<file path="src/rtl/snowf_pkg.sv">
// Shared types and constants for the collectible snowflake controller and
// the reusable bob generator.
package snowf_pkg;

  typedef enum logic [2:0] {
    ST_IDLE    = 3'd0,
    ST_ARM     = 3'd1,
    ST_ACTIVE  = 3'd2,
    ST_COLLECT = 3'd3,
    ST_GONE    = 3'd4
  } snowf_state_e;

  localparam int X_W = 10;
  localparam int Y_W = 9;

  localparam logic [1:0] FRM_IDLE       = 2'd0;
  localparam logic [1:0] FRM_SPARK_BASE = 2'd1;
  localparam logic [1:0] FRM_SPARK_CNT  = 2'd3;

  // Sparkle frames run BASE .. BASE+CNT-1 and wrap back to BASE.
  function automatic logic [1:0] next_spark(input logic [1:0] frm);
    if (frm == FRM_SPARK_BASE + FRM_SPARK_CNT - 2'd1) begin
      return FRM_SPARK_BASE;
    end
    return frm + 2'd1;
  endfunction

endpackage

</file>
<file path="src/rtl/snowf_bob_gen.sv">
// Bob generator for animated pickups: a frame-tick divider driving a
// triangle offset 0 -> BOB_AMP -> 0 that repeats.
module snowf_bob_gen #(
  parameter int BOB_AMP = 3,
  parameter int BOB_DIV = 4,
  parameter int OFF_W   = $clog2(BOB_AMP + 1)
) (
  input  logic             clk,
  input  logic             reset_n,
  input  logic             clr,
  input  logic             frame_tick,
  output logic [OFF_W-1:0] offset
);

  localparam int               DIV_W    = (BOB_DIV > 1) ? $clog2(BOB_DIV) : 1;
  localparam logic [DIV_W-1:0] DIV_LAST = DIV_W'(BOB_DIV - 1);
  localparam logic [DIV_W-1:0] DIV_ONE  = DIV_W'(1);
  localparam logic [OFF_W-1:0] OFF_ONE  = OFF_W'(1);
  localparam logic [OFF_W-1:0] AMP_M1   = OFF_W'(BOB_AMP - 1);

  logic [DIV_W-1:0] div_q;
  logic [OFF_W-1:0] off_q;
  logic             up_q;

  always_ff @(posedge clk or negedge reset_n) begin
    if (!reset_n) begin
      div_q <= '0;
      off_q <= '0;
      up_q  <= 1'b1;
    end else if (clr) begin
      div_q <= '0;
      off_q <= '0;
      up_q  <= 1'b1;
    end else if (frame_tick) begin
      if (div_q == DIV_LAST) begin
        div_q <= '0;
        // Direction flips on the step that lands on a peak or on zero.
        if (up_q) begin
          off_q <= off_q + OFF_ONE;
          if (off_q == AMP_M1) up_q <= 1'b0;
        end else begin
          off_q <= off_q - OFF_ONE;
          if (off_q == OFF_ONE) up_q <= 1'b1;
        end
      end else begin
        div_q <= div_q + DIV_ONE;
      end
    end
  end

  assign offset = off_q;

endmodule

</file>
<file path="src/rtl/snowf_item_ctrl.sv">
// One collectible snowflake: spawn, bob, sparkle on pickup, then hide.
// Define SNOWF_RESPAWN_EN to respawn the flake RESPAWN_TICKS frames after it disappears.
module snowf_item_ctrl
  import snowf_pkg::*;
#(
  parameter logic [X_W-1:0] X0            = 10'd300,
  parameter logic [Y_W-1:0] Y0            = 9'd200,
  parameter int             BOB_AMP       = 3,
  parameter int             BOB_DIV       = 4,
  parameter int             COLLECT_TICKS = 8,
  parameter int             RESPAWN_TICKS = 120
) (
  input  logic           clk,
  input  logic           reset_n,
  input  logic           frame_tick,
  input  logic           level_start,
  input  logic           snowf_get,
  output logic           det_clr,
  output logic [X_W-1:0] x_snowf,
  output logic [Y_W-1:0] y_snowf,
  output logic           snowf_vis,
  output logic [1:0]     anim_frame,
  output logic           collect_pulse,
  output logic [2:0]     state_dbg
);

  if (BOB_AMP < 1 || BOB_AMP > 7 || BOB_DIV < 1 || COLLECT_TICKS < 1 ||
      RESPAWN_TICKS < 1 || int'(Y0) < BOB_AMP) begin : g_bad_params
    $error("snowf_item_ctrl: parameter out of range");
  end

  localparam int            OFF_W   = $clog2(BOB_AMP + 1);
  localparam int            CT_W    = $clog2(COLLECT_TICKS + 1);
  localparam logic [CT_W-1:0] CT_LAST = CT_W'(COLLECT_TICKS - 1);
  localparam logic [CT_W-1:0] CT_ONE  = CT_W'(1);

  snowf_state_e     state_q;
  logic             det_clr_q;
  logic             vis_q;
  logic [1:0]       anim_q;
  logic             pulse_q;
  logic [CT_W-1:0]  col_cnt_q;

  logic             resp_done;
  logic             go_arm;
  logic             bob_clr;
  logic             bob_tick;
  logic [OFF_W-1:0] bob_off;

`ifdef SNOWF_RESPAWN_EN
  localparam int              RT_W    = $clog2(RESPAWN_TICKS + 1);
  localparam logic [RT_W-1:0] RT_LAST = RT_W'(RESPAWN_TICKS - 1);
  localparam logic [RT_W-1:0] RT_ONE  = RT_W'(1);

  logic [RT_W-1:0] resp_cnt_q;

  assign resp_done = (state_q == ST_GONE) && frame_tick && (resp_cnt_q == RT_LAST);
`else
  assign resp_done = 1'b0;
`endif

  // Entering ARM (by level start or respawn) resets the bob phase so the
  // flake always reappears at Y0.
  assign go_arm   = level_start | resp_done;
  assign bob_clr  = go_arm | (state_q == ST_ARM);
  assign bob_tick = frame_tick & (state_q == ST_ACTIVE) & ~snowf_get & ~level_start;

  snowf_bob_gen #(
    .BOB_AMP (BOB_AMP),
    .BOB_DIV (BOB_DIV),
    .OFF_W   (OFF_W)
  ) u_bob (
    .clk        (clk),
    .reset_n    (reset_n),
    .clr        (bob_clr),
    .frame_tick (bob_tick),
    .offset     (bob_off)
  );

  always_ff @(posedge clk or negedge reset_n) begin
    if (!reset_n) begin
      state_q    <= ST_IDLE;
      det_clr_q  <= 1'b1;
      vis_q      <= 1'b0;
      anim_q     <= FRM_IDLE;
      pulse_q    <= 1'b0;
      col_cnt_q  <= '0;
`ifdef SNOWF_RESPAWN_EN
      resp_cnt_q <= '0;
`endif
    end else begin
      pulse_q <= 1'b0;
      if (go_arm) begin
        state_q    <= ST_ARM;
        det_clr_q  <= 1'b1;
        vis_q      <= 1'b1;
        anim_q     <= FRM_IDLE;
        col_cnt_q  <= '0;
`ifdef SNOWF_RESPAWN_EN
        resp_cnt_q <= '0;
`endif
      end else begin
        case (state_q)
          ST_IDLE: begin
          end
          ST_ARM: begin
            state_q   <= ST_ACTIVE;
            det_clr_q <= 1'b0;
          end
          ST_ACTIVE: begin
            if (snowf_get) begin
              state_q   <= ST_COLLECT;
              det_clr_q <= 1'b1;
              pulse_q   <= 1'b1;
              anim_q    <= FRM_SPARK_BASE;
              col_cnt_q <= '0;
            end
          end
          ST_COLLECT: begin
            if (frame_tick) begin
              if (col_cnt_q == CT_LAST) begin
                state_q    <= ST_GONE;
                vis_q      <= 1'b0;
                anim_q     <= FRM_IDLE;
`ifdef SNOWF_RESPAWN_EN
                resp_cnt_q <= '0;
`endif
              end else begin
                col_cnt_q <= col_cnt_q + CT_ONE;
                anim_q    <= next_spark(anim_q);
              end
            end
          end
          ST_GONE: begin
`ifdef SNOWF_RESPAWN_EN
            if (frame_tick) resp_cnt_q <= resp_cnt_q + RT_ONE;
`endif
          end
          default: begin
            state_q   <= ST_IDLE;
            det_clr_q <= 1'b1;
            vis_q     <= 1'b0;
            anim_q    <= FRM_IDLE;
          end
        endcase
      end
    end
  end

  // The offset is a register and only moves in ACTIVE, so y is frozen
  // everywhere else and snaps back to Y0 whenever ARM clears the generator.
  assign y_snowf       = Y0 - Y_W'(bob_off);
  assign x_snowf       = X0;
  assign det_clr       = det_clr_q;
  assign snowf_vis     = vis_q;
  assign anim_frame    = anim_q;
  assign collect_pulse = pulse_q;
  assign state_dbg     = state_q;

endmodule

</file>
<file path="config.mk">
export PLATFORM = sky130hd
export DESIGN_NAME = snowf_item_ctrl
export DESIGN_NICKNAME = d
export VERILOG_FILES = /design/src/rtl/snowf_pkg.sv /design/src/rtl/snowf_bob_gen.sv /design/src/rtl/snowf_item_ctrl.sv
export SDC_FILE = /design/constraint.sdc
export NUM_CORES = 1
export LEC_CHECK = 0
export CORE_MARGIN = 3
export CORE_UTILIZATION = 51
export DETAILED_ROUTE_END_ITERATION = 8
export PLACE_DENSITY = 0.84
export SLEW_MARGIN = 10
export SYNTH_ARGS = -nofsm -noshare
export SYNTH_HDL_FRONTEND = slang
export SYNTH_SLANG_ARGS = --single-unit
export TNS_END_PERCENT = 1
</file>
<file path="constraint.sdc">
create_clock -name clk -period 3.3 [get_ports clk]
set_clock_uncertainty 0.1 [all_clocks]
set_input_delay 0.33 -clock clk [delete_from_list [all_inputs] [get_ports clk]]
set_output_delay 0.33 -clock clk [all_outputs]
set_load 0.1 [all_outputs]
</file>
---- After elaboration in Yosys (flattened, before gate mapping) ----
Cells that the tools add are included.
storage, ports and cells
  input bits .............................. 5
  logic and storage cells ................. 97
  output and inout bits ................... 27
  bits in registers ....................... 17
operators by class
  bitwise operators ....................... 6
  reductions and logical operators ........ 14
  eq/ne operators ......................... 17
  muxes and demuxes ....................... 45
  add/sub/neg operators ................... 6
operators by type and width
  cell                                                                      number
  2-bit two-way mux                                                         13
  1-bit two-way mux                                                         19
  4-bit two-way mux                                                         4
  3-bit two-way mux                                                         4
  3-bit inequality test (second input constant)                             4
  3-bit one-hot mux with 4 select lines                                     1
  8-bit by 2-bit subtractor with 9-bit output (first input constant)        1
  2-bit by 1-bit inequality test with 1-bit output (second input constant)  4
  4-bit one-hot mux with 2 select lines                                     1
  4-bit AND reduction                                                       2
  2-bit by 1-bit adder with 2-bit output (second input constant)            3
  2-bit equality test (second input constant)                               3
  3-bit by 2-bit equality test with 1-bit output (second input constant)    2
  2-bit one-hot mux with 3 select lines                                     1
  3-bit AND reduction                                                       2
  3-bit OR reduction                                                        2
  4-bit by 1-bit adder with 4-bit output (second input constant)            1
  4-bit by 3-bit equality test with 1-bit output (second input constant)    1
  2-bit AND reduction                                                       2
  2-bit nonzero test                                                        2
  4-bit OR reduction                                                        1
  1-bit bitwise AND                                                         3
  3-bit by 1-bit equality test with 1-bit output (second input constant)    1
  3-bit equality test (second input constant)                               1
  9 further kinds                                                           10

---- Longest topological paths before layout ----
  depth after elaboration ................. 11
  mapped depth ............................ 5
  mapped depth without buffers ............ 5

---- Cells and area by module ----
A second synthesis with hierarchy kept.
second synthesis, totals
  cells, all modules ...................... 120
  area total of the unflattened synthesis .. 1188.6 sq um
by module, submodules not included
  module           times used  seq. area each (sq um)  area an instance (sq um)  cells each
  snowf_item_ctrl  1           301.5                   900.9                     95
  snowf_bob_gen    1           126.4                   287.8                     25

---- Least setup slack after synthesis ----
Ideal clock, no wire load.
  path type ............................... flip-flop to output port
  start point ............................. register u_bob.off_q[0] (netlist: u_bob.offset[0])
  end point ............................... output port y_snowf[2]
  data arrival time ....................... 1970 ps
  buffers on the path ..................... 0
  setup slack ............................. 900 ps
  required time ........................... 2870 ps
  cell stages (with the launch flop) ...... 4
  path through ............................ dfrtp_1 > inv_1 > ha_1 > inv_1
between the ends
  cells in the longest elaborated chain, start to end .. 1
ends and longest elaborated chain
  item                                         RTL line                RTL
  start, declared                              snowf_bob_gen.sv:22     logic [OFF_W-1:0] off_q;
  start signal, assigned                       snowf_bob_gen.sv:39     off_q <= off_q + OFF_ONE;
  start signal, assigned                       snowf_bob_gen.sv:42     off_q <= off_q - OFF_ONE;
  8-bit by 2-bit subtractor with 9-bit output  snowf_item_ctrl.sv:152  assign y_snowf = Y0 - Y_W'(bob_off);
  end, declared                                snowf_item_ctrl.sv:20   output logic [Y_W-1:0] y_snowf,
No other way between the ends.

---- Worst setup path in the final report ----
  start point ............................. register state_q[1] (netlist: state_dbg[1])
  end point ............................... output port state_dbg[1]
RTL lines
  item                    RTL line                RTL
  start, declared         snowf_item_ctrl.sv:37   snowf_state_e state_q;
  start signal, assigned  snowf_item_ctrl.sv:82   state_q <= ST_IDLE;
  start signal, assigned  snowf_item_ctrl.sv:94   state_q <= ST_ARM;
  start signal, assigned  snowf_item_ctrl.sv:107  state_q <= ST_ACTIVE;
  end, declared           snowf_item_ctrl.sv:24   output logic [2:0] state_dbg
No word-level cell between the ends.

==> results.toml <==
[drt]
drtAntennaViolNets = 0
avgRoutedWirePerCell_um = 14.0
wl_met1_um = 967
drc = 0
drtPass1Iterations = 4
routed_via_density = 5.67
drt_iter0_markers = 33
dr.max_layer_used = "met4"
wl_met2_um = 1140
routed_wl_um = 2290
vias = 925
dr_wl_met3_um = 140

[power_and_ir_drop]
power_density_mw_per_mm2 = 401
ir_drop_v = 0.000287
p_leak_nw = 0.535
total_power_mw = 0.503

[die]
start_util_pct = 55.9
dieHeight_um = 53.3
rows = 16
num_io_pins = 32
die-area_sq_mm = 0.00284
die_w_um = 53.3
coreArea_sq_mm = 0.00204

[worst_setup_path]
cp.required_ns = 2.87
crit_buf_inv = 1
critical-path-max-stage-delay_ns = 1.19
path_cells = "clkdlybuf4s50_1"
crit_path_top_delay_cell = "clkdlybuf4s50_1"
r2r_slack_ns = 1.40
path_max_fanout = 10
r2r-start = "state_dbg[0]"
reg2regPathDepth = 3
critical_path.top_delay_family = "buffers and inverters"
endpoint_kind = "output port"
rr_endpoint = "u_bob.div_q[0]"
worstSetupStartpointType = "register"
path_class = "reg2out"
critPathArrivalTime_ns = 1.99

[place]
numPortBuffers = 16
place_congestion = 0.809
dp_slack_ns = 1.08
dp_hpwl_um = 1690

[grt]
grt_pass1_vias = 866
grt_pass1_wl_um = 3830
grt_usage_pct = 18.1
antenna_found_initial = 0
grt_max_degree = 20
grt.overflow.total = 0

[timing]
worst_slack_ns = 0.881
max_slew_margin_pct = 35.2
hold_viol = 0
fmaxAchievable_mhz = 413
slew_violations = 0
worstMarginPinSlew_ns = 0.970
fin_crit_sh_pct = 73.3
setup_viol = 0
fin_crit_ns = 2.42
rsz0062_at_grt = "no"
hold_ws_ns = 0.367
finalSetupTns_ns = 0

[yosys]
synthesis.area_sq_mm = 0.00114
synthCells = 124
yosys.area.top_type_share_pct = 32.9
synth-async-reset-ratio_pct = 100
synth_ff_type = "dfrtp_1"
synth_area_leaders = "dfrtp_1 33%, buf_4 11%, ha_1 6.6%"
synth_edf_count = 0
yosys_register_bits = 17
ys_seq_area_share_pct = 37.5
synth_area_leader_cell = "dfrtp_1"
yosysUniqueCellTypes = 40
syn_avg_cell_area_sq_um = 9.20
synth_top_cells_by_count = "17 x buf_4, 15 x dfrtp_1, 10 x o21ai_0"
yosysMostFrequentCell = "buf_4"
yosys_warnings = 0

[layout]
drive_gt1_share_pct = 12.5
antenna_cells = 0
area_delta_synth_final_pct = 9.87
finish.utilization_pct = 61.4
nNetsFinal = 148

[clock_network]
hold_buffers = 0
cts_made_buffers = 3
cts_tree = "done"
root_buffer = "clkbuf_4"
cts_buffer_depth = 2
clk_pin_slew_ns = 0.11
clock_latency_ns = 0.30
postCtsSetupRepairBufs = 0
htree_num_levels = 1
clock-sinks = 17
cts-resized-gates = 0

[run]
cap_violations = 0

[status]
status = "finished, final reports clean"

[min_path]
min_path_type = "in2async"
state kept, by name, summed over array words and instances (netlist names):
signal	flops
col_cnt_q	4
state_dbg	3
anim_frame	2
u_bob.div_q	2
u_bob.offset	2
collect_pulse	1
det_clr	1
snowf_vis	1
u_bob.up_q	1
where the power goes:
part | internal [mW] | leakage [nW] | total (mW) | switching, mW
clock | 0.0462 | 0.0139 | 0.117 | 0.0706
combinational | 0.0250 | 0.302 | 0.161 | 0.136
sequential | 0.215 | 0.219 | 0.225 | 0.0103
cells in the final DEF (no fill, tap or decap), types with 2 or more instances in the layout:
| master | Yosys | final |
|---|---|---|
| nand3_1 | 4 | 4 |
| dfrtp_1 | 15 | 15 |
| o32ai_1 | 2 | 2 |
| inv_1 | 9 | 9 |
| o21ai_0 | 10 | 10 |
| nand4_1 | 3 | 3 |
| nor2_1 | 3 | 3 |
| conb_1 | 2 | 15 |
| buf_4 | 17 | 6 |
| nand4b_1 | 2 | 2 |
| nand2b_1 | 3 | 3 |
| mux2i_1 | 3 | 3 |
| nor2b_1 | 2 | 2 |
| clkbuf_4 | 0 | 3 |
| ha_1 | 6 | 6 |
| clkdlybuf4s50_1 | 0 | 10 |
| a211oi_1 | 2 | 2 |
| dfstp_2 | 2 | 2 |
| a21oi_1 | 7 | 7 |
| nor3b_1 | 2 | 2 |
| o21a_1 | 2 | 2 |
| nand2_1 | 6 | 6 |
logic make-up (layout without fill, tap and decap cells):
| logic type | after synthesis | count (layout) | synth area share [%] |
|---|---|---|---|
| adders and majority gates | 6 | 6 | 6.58 |
| xor gates and xnor gates | 1 | 1 | 0.768 |
| DFF | 17 | 17 | 37.5 |
| and+or+nand+nor | 37 | 37 | 21.1 |
| other | 2 | 15 | 0.658 |
| AOI/OAI and AO/OA | 28 | 28 | 15.1 |
| buffers and inverters | 30 | 29 | 15.7 |
| muxes | 3 | 3 | 2.63 |
layer usage:
metal / vias up / track usage, %
met5: - / 0
met3: 5 / 2.54
met4: 0 / 8.09
li1: 429 / -
met2: 47 / 28.8
met1: 444 / 24.2
cell type report:
cell class | count | area [sq um]
Clock buffer | 3 | 22.5
Inverter | 9 | 33.8
Clock inverter | 1 | 7.51
Sequential cell | 17 | 428
Multi-Input combinational cell | 90 | 583
Tap cell | 27 | 33.8
Timing Repair Buffer | 16 | 145
Fill cell | 188 | 788
per-stage QoR:
stage,cell area [sq um],std cells
6_report,1250,163
5_1_grt,1250,163
4_1_cts,1250,163
3_5_place_dp,1220,159
3_3_place_gp,1220,159
2_1_floorplan,1190,137
worst max path at each step:
stage | endpoint | startpoint | cells past startpoint | slack [ns]
after detailed placement | u_bob.div_q[0] | level_start | 4 | 1.08
after floorplan | y_snowf[2] | u_bob.offset[0] | 3 | 0.90
after CTS | state_dbg[1] | state_dbg[1] | 1 | 0.86
final | state_dbg[1] | state_dbg[1] | 1 | 0.88
after global routing | state_dbg[1] | state_dbg[1] | 1 | 0.81
after global placement | u_bob.div_q[0] | level_start | 4 | 1.15
(Power assumes the default switching activity.)
